## src/rtl/control_sequencer_pkg.sv

```systemverilog
`default_nettype none
// +----------------------------------------------------------------------+
// | control_sequencer_pkg                                                |
// | Shared opcode, FunSel, RegSel, MuxSel, ALU and T-state constants     |
// | plus the packed control word driven onto the datapath.               |
// | Rev 1.0                                                              |
// +----------------------------------------------------------------------+
package control_sequencer_pkg;

  typedef enum logic [2:0] {
    T0 = 3'd0,
    T1 = 3'd1,
    T2 = 3'd2,
    T3 = 3'd3
  } tstate_t;

  localparam logic [3:0] OP_LD  = 4'h0;
  localparam logic [3:0] OP_ST  = 4'h1;
  localparam logic [3:0] OP_ADD = 4'h2;
  localparam logic [3:0] OP_SUB = 4'h3;
  localparam logic [3:0] OP_INC = 4'h4;
  localparam logic [3:0] OP_BRA = 4'h5;
  localparam logic [3:0] OP_BNE = 4'h6;
  localparam logic [3:0] OP_HLT = 4'hF;

  localparam logic [1:0] FUN_DEC  = 2'b00;
  localparam logic [1:0] FUN_INC  = 2'b01;
  localparam logic [1:0] FUN_LOAD = 2'b10;
  localparam logic [1:0] FUN_CLR  = 2'b11;

  // Register enables are active-low: a 0 bit selects that register.
  localparam logic [3:0] RF_NONE  = 4'b1111;
  localparam logic [3:0] RF_ALL   = 4'b0000;
  localparam logic [2:0] ARF_NONE = 3'b111;
  localparam logic [2:0] ARF_PC   = 3'b011;
  localparam logic [2:0] ARF_AR   = 3'b101;
  localparam logic [2:0] ARF_ALL  = 3'b000;

  localparam logic [1:0] OUT_AR = 2'b00;
  localparam logic [1:0] OUT_SP = 2'b01;
  localparam logic [1:0] OUT_PC = 2'b10;

  localparam logic [1:0] MUX_ALU  = 2'b00;
  localparam logic [1:0] MUX_MEM  = 2'b01;
  localparam logic [1:0] MUX_IR   = 2'b10;
  localparam logic [1:0] MUX_ARFC = 2'b11;
  localparam logic       MUXC_AOUT = 1'b0;

  localparam logic [3:0] ALU_PASSA = 4'b0000;
  localparam logic [3:0] ALU_ADD   = 4'b0100;
  localparam logic [3:0] ALU_SUB   = 4'b0110;

  localparam int FLAG_Z = 3;

  typedef struct packed {
    logic [1:0] rf_out_a_sel;
    logic [1:0] rf_out_b_sel;
    logic [1:0] rf_fun_sel;
    logic [3:0] rf_reg_sel;
    logic [3:0] alu_fun_sel;
    logic [1:0] arf_out_c_sel;
    logic [1:0] arf_out_d_sel;
    logic [1:0] arf_fun_sel;
    logic [2:0] arf_reg_sel;
    logic       ir_lh;
    logic       ir_enable;
    logic [1:0] ir_fun_sel;
    logic       mem_wr;
    logic       mem_cs;
    logic [1:0] mux_a_sel;
    logic [1:0] mux_b_sel;
    logic       mux_c_sel;
  } ctrl_t;

  // Active-low RF enable for one register; RSEL 00 is R1 (MSB).
  function automatic logic [3:0] rf_select(input logic [1:0] rsel);
    return ~(4'b1000 >> rsel);
  endfunction

  // Direct-mode LD and ST need the extra memory cycle.
  function automatic logic needs_t3(input logic [3:0] opcode, input logic mode);
    return (opcode == OP_ST) || ((opcode == OP_LD) && !mode);
  endfunction

endpackage
`default_nettype wire

```

## src/rtl/control_sequencer_if.sv

```systemverilog
`default_nettype none
// +----------------------------------------------------------------------+
// | control_sequencer_if                                                 |
// | Bus between the sequencer (master) and the datapath (slave).         |
// | Rev 1.0                                                              |
// +----------------------------------------------------------------------+
interface control_sequencer_if;
  logic [15:0] IROut;
  logic [3:0]  ALUOutFlag;
  logic [1:0]  RF_OutASel;
  logic [1:0]  RF_OutBSel;
  logic [1:0]  RF_FunSel;
  logic [3:0]  RF_RegSel;
  logic [3:0]  ALU_FunSel;
  logic [1:0]  ARF_OutCSel;
  logic [1:0]  ARF_OutDSel;
  logic [1:0]  ARF_FunSel;
  logic [2:0]  ARF_RegSel;
  logic        IR_LH;
  logic        IR_Enable;
  logic [1:0]  IR_Funsel;
  logic        Mem_WR;
  logic        Mem_CS;
  logic [1:0]  MuxASel;
  logic [1:0]  MuxBSel;
  logic        MuxCSel;
  logic [2:0]  SeqCnt;
  logic        Halted;

  modport master (
    input  IROut, ALUOutFlag,
    output RF_OutASel, RF_OutBSel, RF_FunSel, RF_RegSel, ALU_FunSel,
           ARF_OutCSel, ARF_OutDSel, ARF_FunSel, ARF_RegSel,
           IR_LH, IR_Enable, IR_Funsel, Mem_WR, Mem_CS,
           MuxASel, MuxBSel, MuxCSel, SeqCnt, Halted
  );

  modport slave (
    output IROut, ALUOutFlag,
    input  RF_OutASel, RF_OutBSel, RF_FunSel, RF_RegSel, ALU_FunSel,
           ARF_OutCSel, ARF_OutDSel, ARF_FunSel, ARF_RegSel,
           IR_LH, IR_Enable, IR_Funsel, Mem_WR, Mem_CS,
           MuxASel, MuxBSel, MuxCSel, SeqCnt, Halted
  );
endinterface
`default_nettype wire

```

## src/rtl/control_sequencer_decode.sv

```systemverilog
`default_nettype none
// +----------------------------------------------------------------------+
// | control_sequencer_decode                                             |
// | Combinational control word from T-state, IR, flags and reset.        |
// | Rev 1.0                                                              |
// +----------------------------------------------------------------------+
module control_sequencer_decode
  import control_sequencer_pkg::*;
(
  input  logic        reset_n,
  input  tstate_t     seq_cnt,
  input  logic [15:0] ir,
  input  logic [3:0]  flags,
  output ctrl_t       ctrl
);

  logic [3:0] opcode;
  logic       mode;
  logic [1:0] rsel;
  logic [1:0] src2;
  logic       unused_ok;

  assign opcode    = ir[15:12];
  assign mode      = ir[11];
  assign rsel      = ir[9:8];
  assign src2      = ir[1:0];
  // The address byte reaches the datapath through the IR muxes, not here.
  assign unused_ok = ^{ir[10], ir[7:2], flags[2:0]};

  // Idle word first, then the reset clear or the per-state micro-operation.
  always_comb begin
    ctrl             = '0;
    ctrl.rf_reg_sel  = RF_NONE;
    ctrl.arf_reg_sel = ARF_NONE;
    ctrl.mem_cs      = 1'b1;
    if (!reset_n) begin
      ctrl.rf_fun_sel  = FUN_CLR;
      ctrl.rf_reg_sel  = RF_ALL;
      ctrl.arf_fun_sel = FUN_CLR;
      ctrl.arf_reg_sel = ARF_ALL;
      ctrl.ir_enable   = 1'b1;
      ctrl.ir_fun_sel  = FUN_CLR;
    end else begin
      case (seq_cnt)
        T0, T1: begin
          ctrl.arf_out_d_sel = OUT_PC;
          ctrl.mem_cs        = 1'b0;
          ctrl.ir_enable     = 1'b1;
          ctrl.ir_fun_sel    = FUN_LOAD;
          ctrl.ir_lh         = (seq_cnt == T1);
          ctrl.arf_fun_sel   = FUN_INC;
          ctrl.arf_reg_sel   = ARF_PC;
        end
        T2: begin
          case (opcode)
            OP_LD: begin
              if (mode) begin
                ctrl.mux_a_sel  = MUX_IR;
                ctrl.rf_fun_sel = FUN_LOAD;
                ctrl.rf_reg_sel = rf_select(rsel);
              end else begin
                ctrl.mux_b_sel   = MUX_IR;
                ctrl.arf_fun_sel = FUN_LOAD;
                ctrl.arf_reg_sel = ARF_AR;
              end
            end
            OP_ST: begin
              ctrl.mux_b_sel   = MUX_IR;
              ctrl.arf_fun_sel = FUN_LOAD;
              ctrl.arf_reg_sel = ARF_AR;
            end
            OP_ADD, OP_SUB: begin
              ctrl.rf_out_a_sel = rsel;
              ctrl.rf_out_b_sel = src2;
              ctrl.mux_c_sel    = MUXC_AOUT;
              ctrl.alu_fun_sel  = (opcode == OP_SUB) ? ALU_SUB : ALU_ADD;
              ctrl.mux_a_sel    = MUX_ALU;
              ctrl.rf_fun_sel   = FUN_LOAD;
              ctrl.rf_reg_sel   = rf_select(rsel);
            end
            OP_INC: begin
              ctrl.rf_fun_sel = FUN_INC;
              ctrl.rf_reg_sel = rf_select(rsel);
            end
            OP_BRA: begin
              ctrl.mux_b_sel   = MUX_IR;
              ctrl.arf_fun_sel = FUN_LOAD;
              ctrl.arf_reg_sel = ARF_PC;
            end
            OP_BNE: begin
              if (!flags[FLAG_Z]) begin
                ctrl.mux_b_sel   = MUX_IR;
                ctrl.arf_fun_sel = FUN_LOAD;
                ctrl.arf_reg_sel = ARF_PC;
              end
            end
            default: ;
          endcase
        end
        T3: begin
          ctrl.arf_out_d_sel = OUT_AR;
          if (opcode == OP_LD) begin
            ctrl.mem_cs     = 1'b0;
            ctrl.mux_a_sel  = MUX_MEM;
            ctrl.rf_fun_sel = FUN_LOAD;
            ctrl.rf_reg_sel = rf_select(rsel);
          end else if (opcode == OP_ST) begin
            ctrl.rf_out_a_sel = rsel;
            ctrl.mux_c_sel    = MUXC_AOUT;
            ctrl.alu_fun_sel  = ALU_PASSA;
            ctrl.mem_cs       = 1'b0;
            ctrl.mem_wr       = 1'b1;
          end
        end
        default: ;
      endcase
    end
  end

endmodule
`default_nettype wire

```

## src/rtl/control_sequencer.sv

```systemverilog
`default_nettype none
// +----------------------------------------------------------------------+
// | control_sequencer                                                    |
// | T-state counter and halt flag; control word comes from the decoder.  |
// | Rev 1.0                                                              |
// +----------------------------------------------------------------------+
module control_sequencer
  import control_sequencer_pkg::*;
(
  input  logic                Clock,
  input  logic                Reset,
  control_sequencer_if.master bus
);

  tstate_t seq_cnt;
  tstate_t seq_next;
  logic    halted;
  logic    halted_next;
  ctrl_t   ctrl;

  control_sequencer_decode u_decode (
    .reset_n (Reset),
    .seq_cnt (seq_cnt),
    .ir      (bus.IROut),
    .flags   (bus.ALUOutFlag),
    .ctrl    (ctrl)
  );

  // Sequence counter and halt flag, cleared by the synchronous reset.
  always_ff @(posedge Clock) begin
    if (!Reset) begin
      seq_cnt <= T0;
      halted  <= 1'b0;
    end else begin
      seq_cnt <= seq_next;
      halted  <= halted_next;
    end
  end

  // Next T-state: fetch two bytes, execute, optionally one memory cycle; HLT parks in T2.
  always_comb begin
    seq_next    = T0;
    halted_next = halted;
    case (seq_cnt)
      T0: seq_next = T1;
      T1: seq_next = T2;
      T2: begin
        if (halted || (bus.IROut[15:12] == OP_HLT)) begin
          seq_next    = T2;
          halted_next = 1'b1;
        end else if (needs_t3(bus.IROut[15:12], bus.IROut[11])) begin
          seq_next = T3;
        end
      end
      default: seq_next = T0;
    endcase
  end

  assign bus.RF_OutASel  = ctrl.rf_out_a_sel;
  assign bus.RF_OutBSel  = ctrl.rf_out_b_sel;
  assign bus.RF_FunSel   = ctrl.rf_fun_sel;
  assign bus.RF_RegSel   = ctrl.rf_reg_sel;
  assign bus.ALU_FunSel  = ctrl.alu_fun_sel;
  assign bus.ARF_OutCSel = ctrl.arf_out_c_sel;
  assign bus.ARF_OutDSel = ctrl.arf_out_d_sel;
  assign bus.ARF_FunSel  = ctrl.arf_fun_sel;
  assign bus.ARF_RegSel  = ctrl.arf_reg_sel;
  assign bus.IR_LH       = ctrl.ir_lh;
  assign bus.IR_Enable   = ctrl.ir_enable;
  assign bus.IR_Funsel   = ctrl.ir_fun_sel;
  assign bus.Mem_WR      = ctrl.mem_wr;
  assign bus.Mem_CS      = ctrl.mem_cs;
  assign bus.MuxASel     = ctrl.mux_a_sel;
  assign bus.MuxBSel     = ctrl.mux_b_sel;
  assign bus.MuxCSel     = ctrl.mux_c_sel;
  assign bus.SeqCnt      = seq_cnt;
  assign bus.Halted      = halted;

endmodule
`default_nettype wire

```

## src/flat_wrapper.sv

```systemverilog
// flat-port wrapper written by rule: the top's interface ports become plain ports
module control_sequencer_flat import control_sequencer_pkg::*;
  (Clock, Reset, bus_IROut, bus_ALUOutFlag, bus_RF_OutASel, bus_RF_OutBSel, bus_RF_FunSel, bus_RF_RegSel, bus_ALU_FunSel, bus_ARF_OutCSel, bus_ARF_OutDSel, bus_ARF_FunSel, bus_ARF_RegSel, bus_IR_LH, bus_IR_Enable, bus_IR_Funsel, bus_Mem_WR, bus_Mem_CS, bus_MuxASel, bus_MuxBSel, bus_MuxCSel, bus_SeqCnt, bus_Halted);
  control_sequencer_if bus_i ();
  input  logic Clock;
  input  logic Reset;
  input wire logic [$bits(bus_i.IROut)-1:0] bus_IROut;
  input wire logic [$bits(bus_i.ALUOutFlag)-1:0] bus_ALUOutFlag;
  output wire logic [$bits(bus_i.RF_OutASel)-1:0] bus_RF_OutASel;
  output wire logic [$bits(bus_i.RF_OutBSel)-1:0] bus_RF_OutBSel;
  output wire logic [$bits(bus_i.RF_FunSel)-1:0] bus_RF_FunSel;
  output wire logic [$bits(bus_i.RF_RegSel)-1:0] bus_RF_RegSel;
  output wire logic [$bits(bus_i.ALU_FunSel)-1:0] bus_ALU_FunSel;
  output wire logic [$bits(bus_i.ARF_OutCSel)-1:0] bus_ARF_OutCSel;
  output wire logic [$bits(bus_i.ARF_OutDSel)-1:0] bus_ARF_OutDSel;
  output wire logic [$bits(bus_i.ARF_FunSel)-1:0] bus_ARF_FunSel;
  output wire logic [$bits(bus_i.ARF_RegSel)-1:0] bus_ARF_RegSel;
  output wire logic [$bits(bus_i.IR_LH)-1:0] bus_IR_LH;
  output wire logic [$bits(bus_i.IR_Enable)-1:0] bus_IR_Enable;
  output wire logic [$bits(bus_i.IR_Funsel)-1:0] bus_IR_Funsel;
  output wire logic [$bits(bus_i.Mem_WR)-1:0] bus_Mem_WR;
  output wire logic [$bits(bus_i.Mem_CS)-1:0] bus_Mem_CS;
  output wire logic [$bits(bus_i.MuxASel)-1:0] bus_MuxASel;
  output wire logic [$bits(bus_i.MuxBSel)-1:0] bus_MuxBSel;
  output wire logic [$bits(bus_i.MuxCSel)-1:0] bus_MuxCSel;
  output wire logic [$bits(bus_i.SeqCnt)-1:0] bus_SeqCnt;
  output wire logic [$bits(bus_i.Halted)-1:0] bus_Halted;
  assign bus_i.IROut = bus_IROut;
  assign bus_i.ALUOutFlag = bus_ALUOutFlag;
  assign bus_RF_OutASel = bus_i.RF_OutASel;
  assign bus_RF_OutBSel = bus_i.RF_OutBSel;
  assign bus_RF_FunSel = bus_i.RF_FunSel;
  assign bus_RF_RegSel = bus_i.RF_RegSel;
  assign bus_ALU_FunSel = bus_i.ALU_FunSel;
  assign bus_ARF_OutCSel = bus_i.ARF_OutCSel;
  assign bus_ARF_OutDSel = bus_i.ARF_OutDSel;
  assign bus_ARF_FunSel = bus_i.ARF_FunSel;
  assign bus_ARF_RegSel = bus_i.ARF_RegSel;
  assign bus_IR_LH = bus_i.IR_LH;
  assign bus_IR_Enable = bus_i.IR_Enable;
  assign bus_IR_Funsel = bus_i.IR_Funsel;
  assign bus_Mem_WR = bus_i.Mem_WR;
  assign bus_Mem_CS = bus_i.Mem_CS;
  assign bus_MuxASel = bus_i.MuxASel;
  assign bus_MuxBSel = bus_i.MuxBSel;
  assign bus_MuxCSel = bus_i.MuxCSel;
  assign bus_SeqCnt = bus_i.SeqCnt;
  assign bus_Halted = bus_i.Halted;
  control_sequencer u_core (.Clock(Clock), .Reset(Reset), .bus(bus_i));
endmodule
```

## config.mk

```make
export PLATFORM = sky130hd
export DESIGN_NAME = control_sequencer_flat
export DESIGN_NICKNAME = d
export VERILOG_FILES = /design/src/rtl/control_sequencer_pkg.sv /design/src/rtl/control_sequencer_if.sv /design/src/rtl/control_sequencer_decode.sv /design/src/rtl/control_sequencer.sv /design/src/flat_wrapper.sv
export SDC_FILE = /design/constraint.sdc
export NUM_CORES = 1
export LEC_CHECK = 0
export ABC_AREA = 1
export ABC_CLOCK_PERIOD_IN_PS = 3300
export CAP_MARGIN = 20
export CELL_PAD_IN_SITES_DETAIL_PLACEMENT = 0
export CELL_PAD_IN_SITES_GLOBAL_PLACEMENT = 2
export CORE_ASPECT_RATIO = 0.9
export CORE_MARGIN = 4
export CORE_UTILIZATION = 13
export DETAILED_ROUTE_END_ITERATION = 16
export PLACE_DENSITY = 0.87
export SLEW_MARGIN = 40
export SYNTH_ARGS = -nofsm -noshare
export SYNTH_HDL_FRONTEND = slang
export SYNTH_HIERARCHICAL = 1
export SYNTH_SLANG_ARGS = --single-unit
```

## constraint.sdc

```tcl
create_clock -name Clock -period 3.3 [get_ports Clock]
set_input_delay 0.66 -clock Clock [delete_from_list [all_inputs] [get_ports Clock]]
set_output_delay 0.66 -clock Clock [all_outputs]
set_load 0.005 [all_outputs]
```

== Yosys cells after proc, flatten, opt, wreduce, memory -nomap -nowiden ==
Cells that the tools add are included.
Widths: inputs -> output; s select.
Word-level totals
  bits in registers: 4
  bits of input ports: 22
  output and inout port bits: 38
  logic and storage cells: 65
Operators by class
  equality and inequality tests: 10
  shifts and indexed selects: 1
  multiplexer cells: 41
  bitwise gates (word level): 1
  reductions and logical operators: 10
Operators by type and width (count)
  $mux 2: 13
  $pmux 10 s2: 1
  $pmux 5 s4: 1
  $mux 6: 3
  $pmux 6 s3: 1
  $mux 4: 4
  $mux 5: 3
  $eq 4x3->1 const B: 3
  $pmux 5 s2: 1
  $mux 3: 3
  $pmux 3 s3: 1
  $eq 4x2->1 const B: 2
  $pmux 2 s2: 2
  $mux 7: 1
  $eq 3x2->1 const B: 2
  $pmux 2 s3: 1
  $reduce_or 2->1: 3
  $mux 1: 5
  $eq 4x1->1 const B: 1
  $eq 4x4->1 const B: 1
  $logic_not 4->1: 1
  $not 4->4: 1
  $shr 4x2->4 const A: 1
  $eq 3x1->1 const B: 1
  6 further kinds: 7

== Longest topological paths before layout ==
Gate-level depths: netlist of the first run.
  depth after elaboration: 6
  mapped depth: 7
  mapped depth without buffers: 7

== Cells and area by module ==
Netlist of the first run, hierarchy kept.
Modules (own cells, without submodules)
  control_sequencer_decode: times used 1, cells each 89, area each 444.2 µm², sequential area each 0.0 µm²
  control_sequencer: times used 1, cells each 26, area each 170.2 µm², sequential area each 60.1 µm²

== Worst setup path after synthesis of the first run ==
Ideal clock, no wire load.
  path type: input -> output
  start point: input bus_IROut[14]
  end point: output bus_RF_OutASel[1]
  data arrival time: 1211 ps
  data required time: 2640 ps
  path slack: 1429 ps
  cell stages on the path: 7
  buffers on the path: 0
  cells stage by stage: nor2_4 > nand2_2 > nor2_2 > inv_2 > nand2_1 > nand2_1 > nor2_2
On the way
  cells in the longest elaborated chain, start to end: 5
  elaborated cells between the ends (all ways): 10
  classes of those cells: eq/ne (3); mux (5); reduce/logical (2)
Ends and longest elaborated chain
  from (decl): line flat_wrapper.sv:7  | input wire logic [$bits(bus_i.IROut)-1:0] bus_IROut;
  $eq 4x1->1 / $eq 4x2->1 (equally long branches): line control_sequencer_decode.sv:107, control_sequencer_decode.sv:55
  $mux 2 / $reduce_or 2->1 (equally long branches): line control_sequencer_decode.sv:107, control_sequencer_decode.sv:55
  $mux 2 / $mux 4 (equally long branches): line control_sequencer_decode.sv:102, control_sequencer_decode.sv:55
  $pmux 2 s2 *: line control_sequencer_decode.sv:44  | case (seq_cnt)
  $mux 4 *: line control_sequencer_decode.sv:36  | if (!reset_n) begin
  to (decl): line flat_wrapper.sv:9  | output wire logic [$bits(bus_i.RF_OutASel)-1:0] bus_RF_OutASel;
Mark *: on every way between the ends. The rest lies on a longest branch, timed or not.

== Final worst setup path of the first run ==
  start point: input bus_IROut[13]
  end point: output bus_RF_RegSel[0]
On the way
  cells in the longest elaborated chain, start to end: 5
  elaborated cells between the ends (all ways): 9
  classes of those cells: eq/ne (3); mux (4); reduce/logical (2)
Ends and longest elaborated chain
  $eq 4x2->1: line control_sequencer_decode.sv:55  | case (opcode)
  $reduce_or 2->1: line control_sequencer_decode.sv:55
  $pmux 6 s3: line control_sequencer_decode.sv:55
  $pmux 10 s2 *: line control_sequencer_decode.sv:44
  $mux 6 *: line control_sequencer_decode.sv:36
  to (decl): line flat_wrapper.sv:12  | output wire logic [$bits(bus_i.RF_RegSel)-1:0] bus_RF_RegSel;
Marked as above.

==> results of run 1 <==
critical path, cell delays in order:
cell and delay, ps:
clkdlybuf4s50_1 570, nor2_4 240, nand3_2 120, nand3_2 100, nand2_2 70, a21oi_1 140, clkdlybuf4s50_1 530
kinds of logic (layout without fill, tap and decap cells):
logic type,count (synthesis),after routing,share of synthesized area
compound gates,11,11,0.104
flops,3,3,0.0978
simple gates,66,66,0.519
buf+inv,33,68,0.267
other cells,2,11,0.0122
layer usage:
| metal | up-vias | GRT usage | routed length, um |
|---|---|---|---|
| li1 | 419 | - | - |
| met1 | 313 | 0.100 | 1020 |
| met2 | 40 | 0.120 | 888 |
| met3 | 4 | 0.0284 | 288 |
| met4 | 0 | 0.0225 | 29 |
| met5 | - | 0 | 0 |
layout make-up:
type | count | share of cell area
Clock buffer | 4 | 0.0405
Inverter | 21 | 0.0709
Sequential cell | 3 | 0.0541
Timing Repair Buffer | 43 | 0.383
Multi-Input combinational cell | 88 | 0.382
Tap cell | 62 | 0.0698
cells in the final DEF (no fill, tap or decap), types with 3 or more instances in the layout:
cell type,n
nand2_1,26
dfxtp_1,3
inv_1,20
clkdlybuf4s50_1,41
nor2_2,3
a21oi_1,6
clkbuf_8,3
nor2_1,17
conb_1,11
nand4_1,6
final timing paths:
path	slack, ps	start	to
worst max register to register	2380	u_core/bus.SeqCnt[1]	u_core/bus.SeqCnt[1]
worst min register to register	540	u_core/bus.Halted	u_core/bus.Halted
worst max-delay path	200	bus_IROut[13]	bus_RF_RegSel[0]
worst min-delay path	540	u_core/bus.Halted	u_core/bus.Halted
registers in the layout (all words and copies together) (netlist names):
name               count
u_core/bus.Halted      1
u_core/bus.SeqCnt      2
metrics by stage:
step	power (mW)	instance area [um2]	utilization
3_5_place_dp	0.137	1070	0.236
5_1_grt	0.263	1110	0.246
6_report	0.243	1110	0.246
4_1_cts	0.248	1110	0.246
2_1_floorplan	0.0889	648	-
3_3_place_gp	0.137	1070	0.236
power by group through the flow:
stage | clock [mW] | combinational (mW) | sequential (mW)
floorplan | 0 | 0.0466 | 0.0423
global placement | 0 | 0.0941 | 0.0430
detailed placement | 0 | 0.0940 | 0.0431
CTS | 0.111 | 0.0945 | 0.0427
global route | 0.115 | 0.105 | 0.0432
finish | 0.108 | 0.0928 | 0.0423
==> out/results.tsv, run 1 <==
stage	metric	value	unit
status	status	complete, no violations	
placement	dpl ws	197	ps
cells_and_area	flip-flop and latch area	60.1	um2
power_and_ir_drop	Clock power frac	0.444	
worst_hold_path	Hold Crit Depth	2	
cells_and_area	Final Non-Filler Cells	221	
timing	period utilization	0.939	
critical_path	Setup crit end kind	output port	
cts	Worst-path clk slew	30	ps
grt	initial antenna violation count	0	
power_and_ir_drop	Leak Pwr	0.523	nW
placement	Port-buffer cells	41	
cells_and_area	layout cell share with drive strength beyond 1	0.119	
critical_path	crit path kind	in2out	
cells_and_area	Antenna diodes	0	
power_and_ir_drop	Combinational Power Share	0.382	
detailed_routing	DR WL/cell	10.1	um
cts	post-CTS resize count	0	
cells_and_area	synthesis-to-finish area growth	80.9	%
critical_path	Worst setup SP type	primary input	
cts	Setup Fix Bufs, Post-CTS	0	
logic_synthesis	Seq/Total Area, Yosys	0.0978	
logic_synthesis	Avg Cell Area, Syn	5.34	um2
grt	global-route wire length before repair	3620	um
placement	hpwl dp	1880	um
power_and_ir_drop	Sw Pwr	0.0729	mW
detailed_routing	via count	776	
detailed_routing	routed wire length	2220	um
run	Max Cap Violations	0	
cts	CTS Hold Buffers Added	0	
critical_path	CP max FO	7	
cts	H-tree levels	1	
power_and_ir_drop	internal power	0.170	mW
critical_path	WP data required	2640	ps
floorplan	starting density of the core	0.136	
placement	Placed Instances	217	
cts	Skew-Pair Late Insertion Delay	220	ps
cells_and_area	Multi-input gate area	424	um2
cts	maximum clock insertion buffer count	2	
logic_synthesis	top cell type's share of synthesized area	0.159	
timing	Final setup viols	0	
grt	total congestion overflow	0	
power_and_ir_drop	switching share of total power	0.300	
floorplan	Die X	80.5	um
cts	Root Buffer	clkbuf_8	
floorplan	core footprint	4520	um2
timing	RSZ-0062 raised after global routing	false	
logic_synthesis	count leader, synth	nand2_1	
timing	Final Max Tran Viols	0	
cts	CTS buffer count	3	
timing	Final Skew	2.30	ps
detailed_routing	vias per cell	3.51	
logic_synthesis	Seq cells post-synth	3	
worst_hold_path	HP Class	reg2reg	
power_and_ir_drop	pwr dens	219	nW/um2
logic_synthesis	top post-synthesis cells by area	nand2_1 (16%), buf_4 (12%), inv_1 (12%), nor2_1 (10%), dfxtp_1 (9.8%)	
timing	WHS	537	ps
logic_synthesis	Syn. warnings	6	
timing	Max Freq	0.323	GHz
timing	setup ws final	201	ps
placement	GPL Wtd Cong	0.787	
logic_synthesis	top cells by instance count after synthesis	nand2_1 (26), inv_1 (20), nor2_1 (17)	
grt	GRT Overall Usage	0.0775	
floorplan	die height	73.2	um
floorplan	Row Count	23	
critical_path	Arrival @ worst endpoint	2440	ps
power_and_ir_drop	peak supply drop	0.223	mV
logic_synthesis	number of synthesized flops with an enable pin	0	
cts	Sink Count	3	
detailed_routing	Initial DRT Pass Iterations	4	
logic_synthesis	synth unique cells	22	
logic_synthesis	Synth Flop Type	dfxtp_1	
grt	vias in the first global route	795	
detailed_routing	Detail Route Antenna Nets	0	
logic_synthesis	Post-synth ARST share	0	
detailed_routing	drt drc	0	
timing	setup_tns	0	ps
logic_synthesis	Mapped Cells	115	
floorplan	io pins	60	
timing	Final Hold Viols	0	
power_and_ir_drop	sequential share of power	0.174	
critical_path	R2R depth	2	
timing	fin crit period	3100	ps
detailed_routing	DRC marker count from the first detailed-route iteration	22	
grt	pin count of the biggest net entering global routing	14	
cts	CTS tree	yes	
cells_and_area	Final nets	182	
cells_and_area	fill cell count	534	
floorplan	die area	5890	um2
logic_synthesis	Syn Std Cell Area	614	um2
logic_synthesis	post-synth top area cell	nand2_1	
Power figures use the tool's default switching activity.
==> inputs of run 2 (changes only) <==
--- a/config.mk
+++ b/config.mk
@@ -15,6 +15,7 @@
 export CORE_UTILIZATION = 13
 export DETAILED_ROUTE_END_ITERATION = 16
 export PLACE_DENSITY = 0.87
+export REMOVE_ABC_BUFFERS = 1
 export SLEW_MARGIN = 40
 export SYNTH_ARGS = -nofsm -noshare
 export SYNTH_HDL_FRONTEND = slang
==> run 2 against run 1 <==
  * Final cell count did not move
  * Routed wire length fell by 0.94%
  * Worst hold slack improved by 4.4 ps
  * Non-clock buffer count did not move
  * Critical path depth rose by 1
  * Via count rose by 1.3%
  * Sequential cell count did not move
  * Clock power barely moved
  * Clock skew fell by 1.5 ps
  * Sequential share of layout area did not move
  * Count of clock-buffer cells in the layout did not move
  * Largest cell class unchanged
==> out/results.tsv, run 2 (synthesis results as in run 1) <==
stage	metric	value	unit	change
detailed_routing	vias per cell	3.56		was 3.51
timing	RSZ-0062 raised after global routing	false		unchanged
floorplan	die height	73.2	um	unchanged
floorplan	die area	5890	um2	unchanged
detailed_routing	DR WL/cell	9.96	um	was 10.1 um
critical_path	reg-to-reg endpoint	u_core/bus.SeqCnt[1]		unchanged
cells_and_area	Final Non-Filler Cells	221		unchanged
detailed_routing	Initial DRT Pass Iterations	4		unchanged
critical_path	crit path kind	in2out		unchanged
cells_and_area	Antenna diodes	0		unchanged
grt	total congestion overflow	0		unchanged
critical_path	Max stage delay on crit path	570	ps	about the same
grt	pin count of the biggest net entering global routing	14		unchanged
grt	initial antenna violation count	0		unchanged
power_and_ir_drop	Leak Pwr	0.523	nW	unchanged
placement	hpwl dp	1850	um	was 1880 um
run	Max Cap Violations	0		unchanged
cts	CTS tree	yes		unchanged
detailed_routing	DRC marker count from the first detailed-route iteration	28		was 22
cts	post-CTS resize count	0		unchanged
timing	Final Hold Viols	0		unchanged
worst_hold_path	worst hold endpoint	u_core/bus.Halted		unchanged
cells_and_area	most common cell after layout, fill and taps aside	clkdlybuf4s50_1		unchanged
cts	Skew-Pair Late Insertion Delay	210	ps	was 220 ps
floorplan	Die X	80.5	um	unchanged
placement	GPL Wtd Cong	0.721		was 0.787
grt	vias in the first global route	773		was 795
grt	global-route wire length before repair	3460	um	was 3620 um
power_and_ir_drop	pwr dens	217	nW/um2	was 219 nW/um2
critical_path	CP max FO	4		was 7
floorplan	starting density of the core	0.136		unchanged
critical_path	CP cell instances	clkdlybuf4s50_1, inv_1, nor2_2, nand4_1, nand2_1, nand2_1, nor2_2, clkdlybuf4s50_1		was clkdlybuf4s50_1, nor2_4, nand3_2, nand3_2, nand2_2, a21oi_1, clkdlybuf4s50_1
detailed_routing	drt drc	0		unchanged
cts	Root Buffer	clkbuf_8		unchanged
timing	period utilization	0.933		was 0.939
cells_and_area	most frequent cells in the layout	clkdlybuf4s50_1 (41), nand2_1 (26), inv_1 (20)		unchanged
critical_path	Worst R2R Setup Slack	2360	ps	was 2380 ps
cts	Setup Fix Bufs, Post-CTS	0		unchanged
cells_and_area	synthesis-to-finish area growth	80.9	%	unchanged
critical_path	CP max-delay cell	clkdlybuf4s50_1		unchanged
status	status	complete, no violations		unchanged
floorplan	Row Count	23		unchanged
critical_path	Worst R2R Start	u_core/bus.SeqCnt[0]		was u_core/bus.SeqCnt[1]
worst_hold_path	HP Class	reg2reg		unchanged
detailed_routing	routed wire length	2200	um	was 2220 um
worst_hold_path	hold_sp	u_core/bus.Halted		unchanged
placement	Placed Instances	217		unchanged
critical_path	Worst setup SP type	primary input		unchanged
floorplan	core footprint	4520	um2	unchanged
timing	setup_tns	0	ps	unchanged
cells_and_area	max FFs per register	2		unchanged
cts	CTS Hold Buffers Added	0		unchanged
cts	CTS buffer count	3		unchanged
cts	maximum clock insertion buffer count	2		unchanged
critical_path	Arrival @ worst endpoint	2420	ps	was 2440 ps
detailed_routing	Detail Route Antenna Nets	0		unchanged
cts	Sink Count	3		unchanged
critical_path	R2R depth	3		was 2
timing	Final Max Tran Viols	0		unchanged
timing	fin crit period	3080	ps	was 3100 ps
timing	Final setup viols	0		unchanged
grt	GRT Overall Usage	0.0749		was 0.0775
critical_path	Setup crit end kind	output port		unchanged
detailed_routing	via count	786		was 776
power_and_ir_drop	peak supply drop	0.131	mV	was 0.223 mV
timing	Max Freq	0.325	GHz	was 0.323 GHz
cells_and_area	Final nets	182		unchanged
cells_and_area	layout cell share with drive strength beyond 1	0.119		unchanged
critical_path	WP data required	2640	ps	about the same
cts	H-tree levels	1		unchanged
timing	Final Skew	0.766	ps	was 2.30 ps
placement	Port-buffer cells	41		unchanged
cts	Worst-path clk slew	30	ps	about the same
floorplan	io pins	60		unchanged
worst_hold_path	Hold Crit Depth	2		unchanged
## run 2: cell counts in the layout (fill, tap and decap cells not counted)
No cell type changed its count.
## run 2: through the flow
step | setup WS, ps | util | power, mW | instance area (um2) | hold slack [ps]
2_1_floorplan | 1430 | - | 0.0780 | 563 | 520
3_3_place_gp | 208 | 0.236 | 0.137 | 1070 | 536
3_5_place_dp | 204 | 0.236 | 0.137 | 1070 | 535
4_1_cts | 203 | 0.246 | 0.246 | 1110 | 552
5_1_grt | 44.0 | 0.246 | 0.259 | 1110 | 602
6_report | 222 | 0.246 | 0.241 | 1110 | 542
## run 2: final cells by class
type                            instances  area, um2
Fill cell                             541       3410
Timing Repair Buffer                   43        425
Multi-Input combinational cell         88        424
Inverter                               21       78.8
Tap cell                               62       77.6
Sequential cell                         3       60.1
Clock buffer                            4       45.0
## run 2: worst max path at each step
| stage | startpoint | end | slack, ps | depth (start not counted) |
|---|---|---|---|---|
| 4_1_cts | bus_IROut[12] | bus_RF_OutASel[1] | 200 | 8 |
| 5_1_grt | bus_IROut[14] | bus_MuxBSel[1] | 40 | 8 |
| 6_report | bus_IROut[12] | bus_RF_OutASel[1] | 220 | 8 |
| 2_1_floorplan | bus_IROut[14] | bus_RF_OutASel[1] | 1430 | 7 |
| 3_5_place_dp | bus_IROut[12] | bus_RF_OutASel[1] | 200 | 8 |
| 3_3_place_gp | bus_IROut[12] | bus_RF_OutASel[1] | 210 | 8 |
## run 2: report_power, final
part | switching [mW] | internal (mW) | leakage (nW) | total, mW
combinational | 0.0437 | 0.0489 | 0.475 | 0.0926
clock | 0.0238 | 0.0824 | 0.0228 | 0.106
sequential | 0.00396 | 0.0388 | 0.0247 | 0.0427
## run 2: worst max-delay path: cells and delay by family
| kind | cells | cell delay (ps) |
|---|---|---|
| AND/OR/NAND/NOR | 5 | 560 |
| buffers and inverters | 3 | 1180 |
## run 2: per-layer routing
metal / vias up / track usage / wire length [um]
met5: - / 0 / 0
met2: 26 / 0.120 / 1010
met3: 0 / 0.0284 / 189
li1: 420 / - / -
met1: 340 / 0.0929 / 1010
met4: 0 / 0.0225 / 0
==> inputs of run 3 (changes only) <==
--- a/config.mk
+++ b/config.mk
@@ -12,12 +12,11 @@
 export CELL_PAD_IN_SITES_GLOBAL_PLACEMENT = 2
 export CORE_ASPECT_RATIO = 0.9
 export CORE_MARGIN = 4
-export CORE_UTILIZATION = 13
+export CORE_UTILIZATION = 12
 export DETAILED_ROUTE_END_ITERATION = 16
-export PLACE_DENSITY = 0.87
+export PLACE_DENSITY_LB_ADDON = 0.1
 export REMOVE_ABC_BUFFERS = 1
 export SLEW_MARGIN = 40
 export SYNTH_ARGS = -nofsm -noshare
 export SYNTH_HDL_FRONTEND = slang
-export SYNTH_HIERARCHICAL = 1
 export SYNTH_SLANG_ARGS = --single-unit
==> run 3 against run 2 <==
  * Fmax decreased by 0.85%
  * Sequential cell count unchanged
  * Count of clock-buffer cells in the layout unchanged
  * Non-clock buffer count increased by 1
  * Synthesized cell count decreased by 13%
  * Power increased by 1.5%
  * Die area decreased by 2.6%
  * Worst hold slack got worse by 15 ps
  * Critical endpoint is now bus_RF_RegSel[0]
  * Combinational power increased by 2.9%
  * Routed wire length increased by 3.6%
  * Highest routed layer unchanged
==> out/results.tsv, run 3 <==
stage	metric	value	unit	change
logic_synthesis	top cell type's share of synthesized area	0.150		was 0.159
cts	Root Buffer	clkbuf_8		unchanged
cts	Sink Count	3		unchanged
critical_path	CP top delay family	buffers and inverters		unchanged
logic_synthesis	Synth Flop Type	dfxtp_1		unchanged
critical_path	Setup crit end kind	output port		unchanged
detailed_routing	DRC marker count from the first detailed-route iteration	54		was 28
timing	RSZ-0062 raised after global routing	false		unchanged
timing	period utilization	0.941		was 0.933
logic_synthesis	synth unique cells	22		unchanged
power_and_ir_drop	Clock power frac	0.425		was 0.440
timing	Final Skew	1.84	ps	was 0.766 ps
logic_synthesis	number of synthesized flops with an enable pin	0		unchanged
logic_synthesis	Seq cells post-synth	3		unchanged
logic_synthesis	Compound-Gate Fraction of Synth Area	0.125		was 0.104
critical_path	Worst setup SP type	primary input		unchanged
detailed_routing	vias per cell	3.54		was 3.56
detailed_routing	DR WL/cell	11.1	um	was 9.96 um
critical_path	crit path kind	in2out		unchanged
power_and_ir_drop	Combinational Power Share	0.389		was 0.383
critical_path	CP max FO	9		was 4
timing	fin crit period	3100	ps	was 3080 ps
logic_synthesis	Synth Area in Adders	0		unchanged
logic_synthesis	Synth Area in XOR/XNOR	0		unchanged
floorplan	Die X	79.4	um	was 80.5 um
detailed_routing	via count	726		was 786
cts	H-tree levels	1		unchanged
timing	Final setup viols	0		unchanged
grt	initial antenna violation count	0		unchanged
detailed_routing	drt drc	0		unchanged
timing	Max Freq	0.322	GHz	was 0.325 GHz
floorplan	die height	72.3	um	was 73.2 um
logic_synthesis	Mapped Cells	100		was 115
floorplan	io pins	60		unchanged
cells_and_area	finished layout cell area	1040	um2	was 1110 um2
cts	CTS Hold Buffers Added	0		unchanged
placement	Placed Instances	201		was 217
critical_path	Max stage delay on crit path	520	ps	was 570 ps
cells_and_area	Antenna diodes	0		unchanged
grt	global-route wire length before repair	3680	um	was 3460 um
cells_and_area	max FFs per register	2		unchanged
grt	GRT Overall Usage	0.0801		was 0.0749
grt	total congestion overflow	0		unchanged
grt	grt peak-use layer	met2		unchanged
timing	setup_tns	0	ps	unchanged
power_and_ir_drop	sequential share of power	0.186		was 0.177
critical_path	CP cell instances	clkdlybuf4s50_1, nor2_4, nand3b_1, nand2_1, nand2_1, a21oi_1, clkdlybuf4s50_1		was clkdlybuf4s50_1, inv_1, nor2_2, nand4_1, nand2_1, nand2_1, nor2_2, clkdlybuf4s50_1
cts	Skew-Pair Late Insertion Delay	210	ps	about the same
detailed_routing	Detail Route Antenna Nets	0		unchanged
cts	post-CTS resize count	0		unchanged
run	Max Cap Violations	0		unchanged
cts	Setup Fix Bufs, Post-CTS	0		unchanged
cells_and_area	post-layout util	0.236		was 0.246
floorplan	Row Count	23		unchanged
logic_synthesis	post-synth top area cell	buf_4		was nand2_1
power_and_ir_drop	Sw Pwr	0.0734	mW	was 0.0714 mW
power_and_ir_drop	switching share of total power	0.299		was 0.296
power_and_ir_drop	Leak Pwr	0.469	nW	was 0.523 nW
logic_synthesis	Avg Cell Area, Syn	5.51	um2	was 5.34 um2
critical_path	CP max-delay cell	clkdlybuf4s50_1		unchanged
cts	CTS buffer count	3		unchanged
logic_synthesis	Seq/Total Area, Yosys	0.109		was 0.0978
cts	CTS tree	yes		unchanged
logic_synthesis	count leader, synth	nand2_1		unchanged
power_and_ir_drop	internal power	0.172	mW	was 0.170 mW
logic_synthesis	Syn Std Cell Area	551	um2	was 614 um2
logic_synthesis	top post-synthesis cells by area	buf_4 (15%), nand2_1 (14%), nor2_1 (12%), dfxtp_1 (11%), inv_1 (8.2%)		was nand2_1 (16%), buf_4 (12%), inv_1 (12%), nor2_1 (10%), dfxtp_1 (9.8%)
critical_path	WP data required	2640	ps	about the same
logic_synthesis	Post-synth ARST share	0		unchanged
grt	met2 Resource Use GR	0.134		was 0.120
cells_and_area	Final Non-Filler Cells	205		was 221
power_and_ir_drop	peak supply drop	0.169	mV	was 0.131 mV
detailed_routing	routed wire length	2280	um	was 2200 um
logic_synthesis	Simple-Gate Fraction of Synth Area	0.484		was 0.519
cts	maximum clock insertion buffer count	2		unchanged
critical_path	buffers plus inverters on the worst setup path	2		was 3
timing	Final Max Tran Viols	0		unchanged
floorplan	starting density of the core	0.124		was 0.136
floorplan	die area	5740	um2	was 5890 um2
cells_and_area	most common cell after layout, fill and taps aside	clkdlybuf4s50_1		unchanged
cells_and_area	synthesis-to-finish area growth	89.8	%	was 80.9%
grt	vias in the first global route	725		was 773
status	status	complete, no violations		unchanged
worst_hold_path	HP Class	reg2reg		unchanged
placement	GPL Wtd Cong	0.694		was 0.721
placement	Cell Area, Placed	1000	um2	was 1070 um2
cells_and_area	layout cell share with drive strength beyond 1	0.112		was 0.119
grt	GR Util met3	0.00993		was 0.0284
logic_synthesis	largest family of logic cells by synthesized area	simple AND/OR/NAND/NOR gates		unchanged
timing	Final Hold Viols	0		unchanged
logic_synthesis	mux contribution to synthesized area	0		unchanged
logic_synthesis	top cells by instance count after synthesis	nand2_1 (20), nor2_1 (17), inv_1 (12)		was nand2_1 (26), inv_1 (20), nor2_1 (17)
cells_and_area	Final nets	166		was 182
cts	Worst-path clk slew	30	ps	about the same
placement	Port-buffer cells	41		unchanged
detailed_routing	Initial DRT Pass Iterations	4		unchanged
cells_and_area	most frequent cells in the layout	clkdlybuf4s50_1 (41), nand2_1 (20), nor2_1 (17)		was clkdlybuf4s50_1 (41), nand2_1 (26), inv_1 (20)
placement	hpwl dp	1910	um	was 1850 um
cells_and_area	fill cell count	525		was 541
power_and_ir_drop	pwr dens	235	nW/um2	was 217 nW/um2
grt	pin count of the biggest net entering global routing	11		was 14
logic_synthesis	Syn. warnings	0		was 6
critical_path	Arrival @ worst endpoint	2440	ps	was 2420 ps
floorplan	core footprint	4430	um2	was 4520 um2
grt	met1 Use GR	0.109		was 0.0929
[run 3: kinds of logic (layout without fill, tap and decap cells)]
logic type / count (synthesis) / after routing
DFF: 3 / 3
buffers and inverters: 29 / 65
AOI/OAI and AO/OA: 12 / 12
and+or+nand+nor: 55 / 55
other: 1 / 8
[run 3: metal layers]
metal	wire, um	up-vias
met5	0	-
met2	1070	22
met4	0	0
li1	-	385
met3	117	0
met1	1090	319
[run 3: power groups by stage]
stage | Combinational, mW | Sequential, mW | Clock (mW)
floorplan | 0.0345 | 0.0449 | 0
global placement | 0.0969 | 0.0461 | 0
detailed placement | 0.0965 | 0.0460 | 0
CTS | 0.0971 | 0.0456 | 0.108
global route | 0.106 | 0.0462 | 0.110
finish | 0.0953 | 0.0455 | 0.104
[run 3: final timing paths]
check                                     startpoint              endpoint  slack, ps  depth (start not counted)
worst min register to register     u_core.bus.Halted     u_core.bus.Halted        530                          2
worst max register to register  u_core.bus.SeqCnt[1]  u_core.bus.SeqCnt[1]       2210                          5
worst min-delay path               u_core.bus.Halted     u_core.bus.Halted        530                          2
worst max-delay path                   bus_IROut[14]      bus_RF_RegSel[0]        200                          7
[run 3: through the flow]
step	power (mW)	hold slack, ps	setup WS (ps)
after detailed placement	0.142	516	162
after global placement	0.143	504	162
after CTS	0.250	531	164
after global routing	0.262	577	50.4
final	0.245	527	195
after floorplan	0.0795	499	1360
[run 3: worst register-to-register path, delay by kind of cell (launching register included)]
family | cells | cell delay, ps
compound gates | 1 | 130
simple gates | 3 | 250
buf+inv | 1 | 110
flops | 1 | 490
[run 3: layout make-up]
type | count | area, um2 | area share
clock buffer | 4 | 45.0 | 0.0431
multi-input combinational | 75 | 365 | 0.350
sequential | 3 | 60.1 | 0.0575
timing repair buffer | 44 | 433 | 0.414
tap | 62 | 77.6 | 0.0743
inverter | 17 | 63.8 | 0.0611
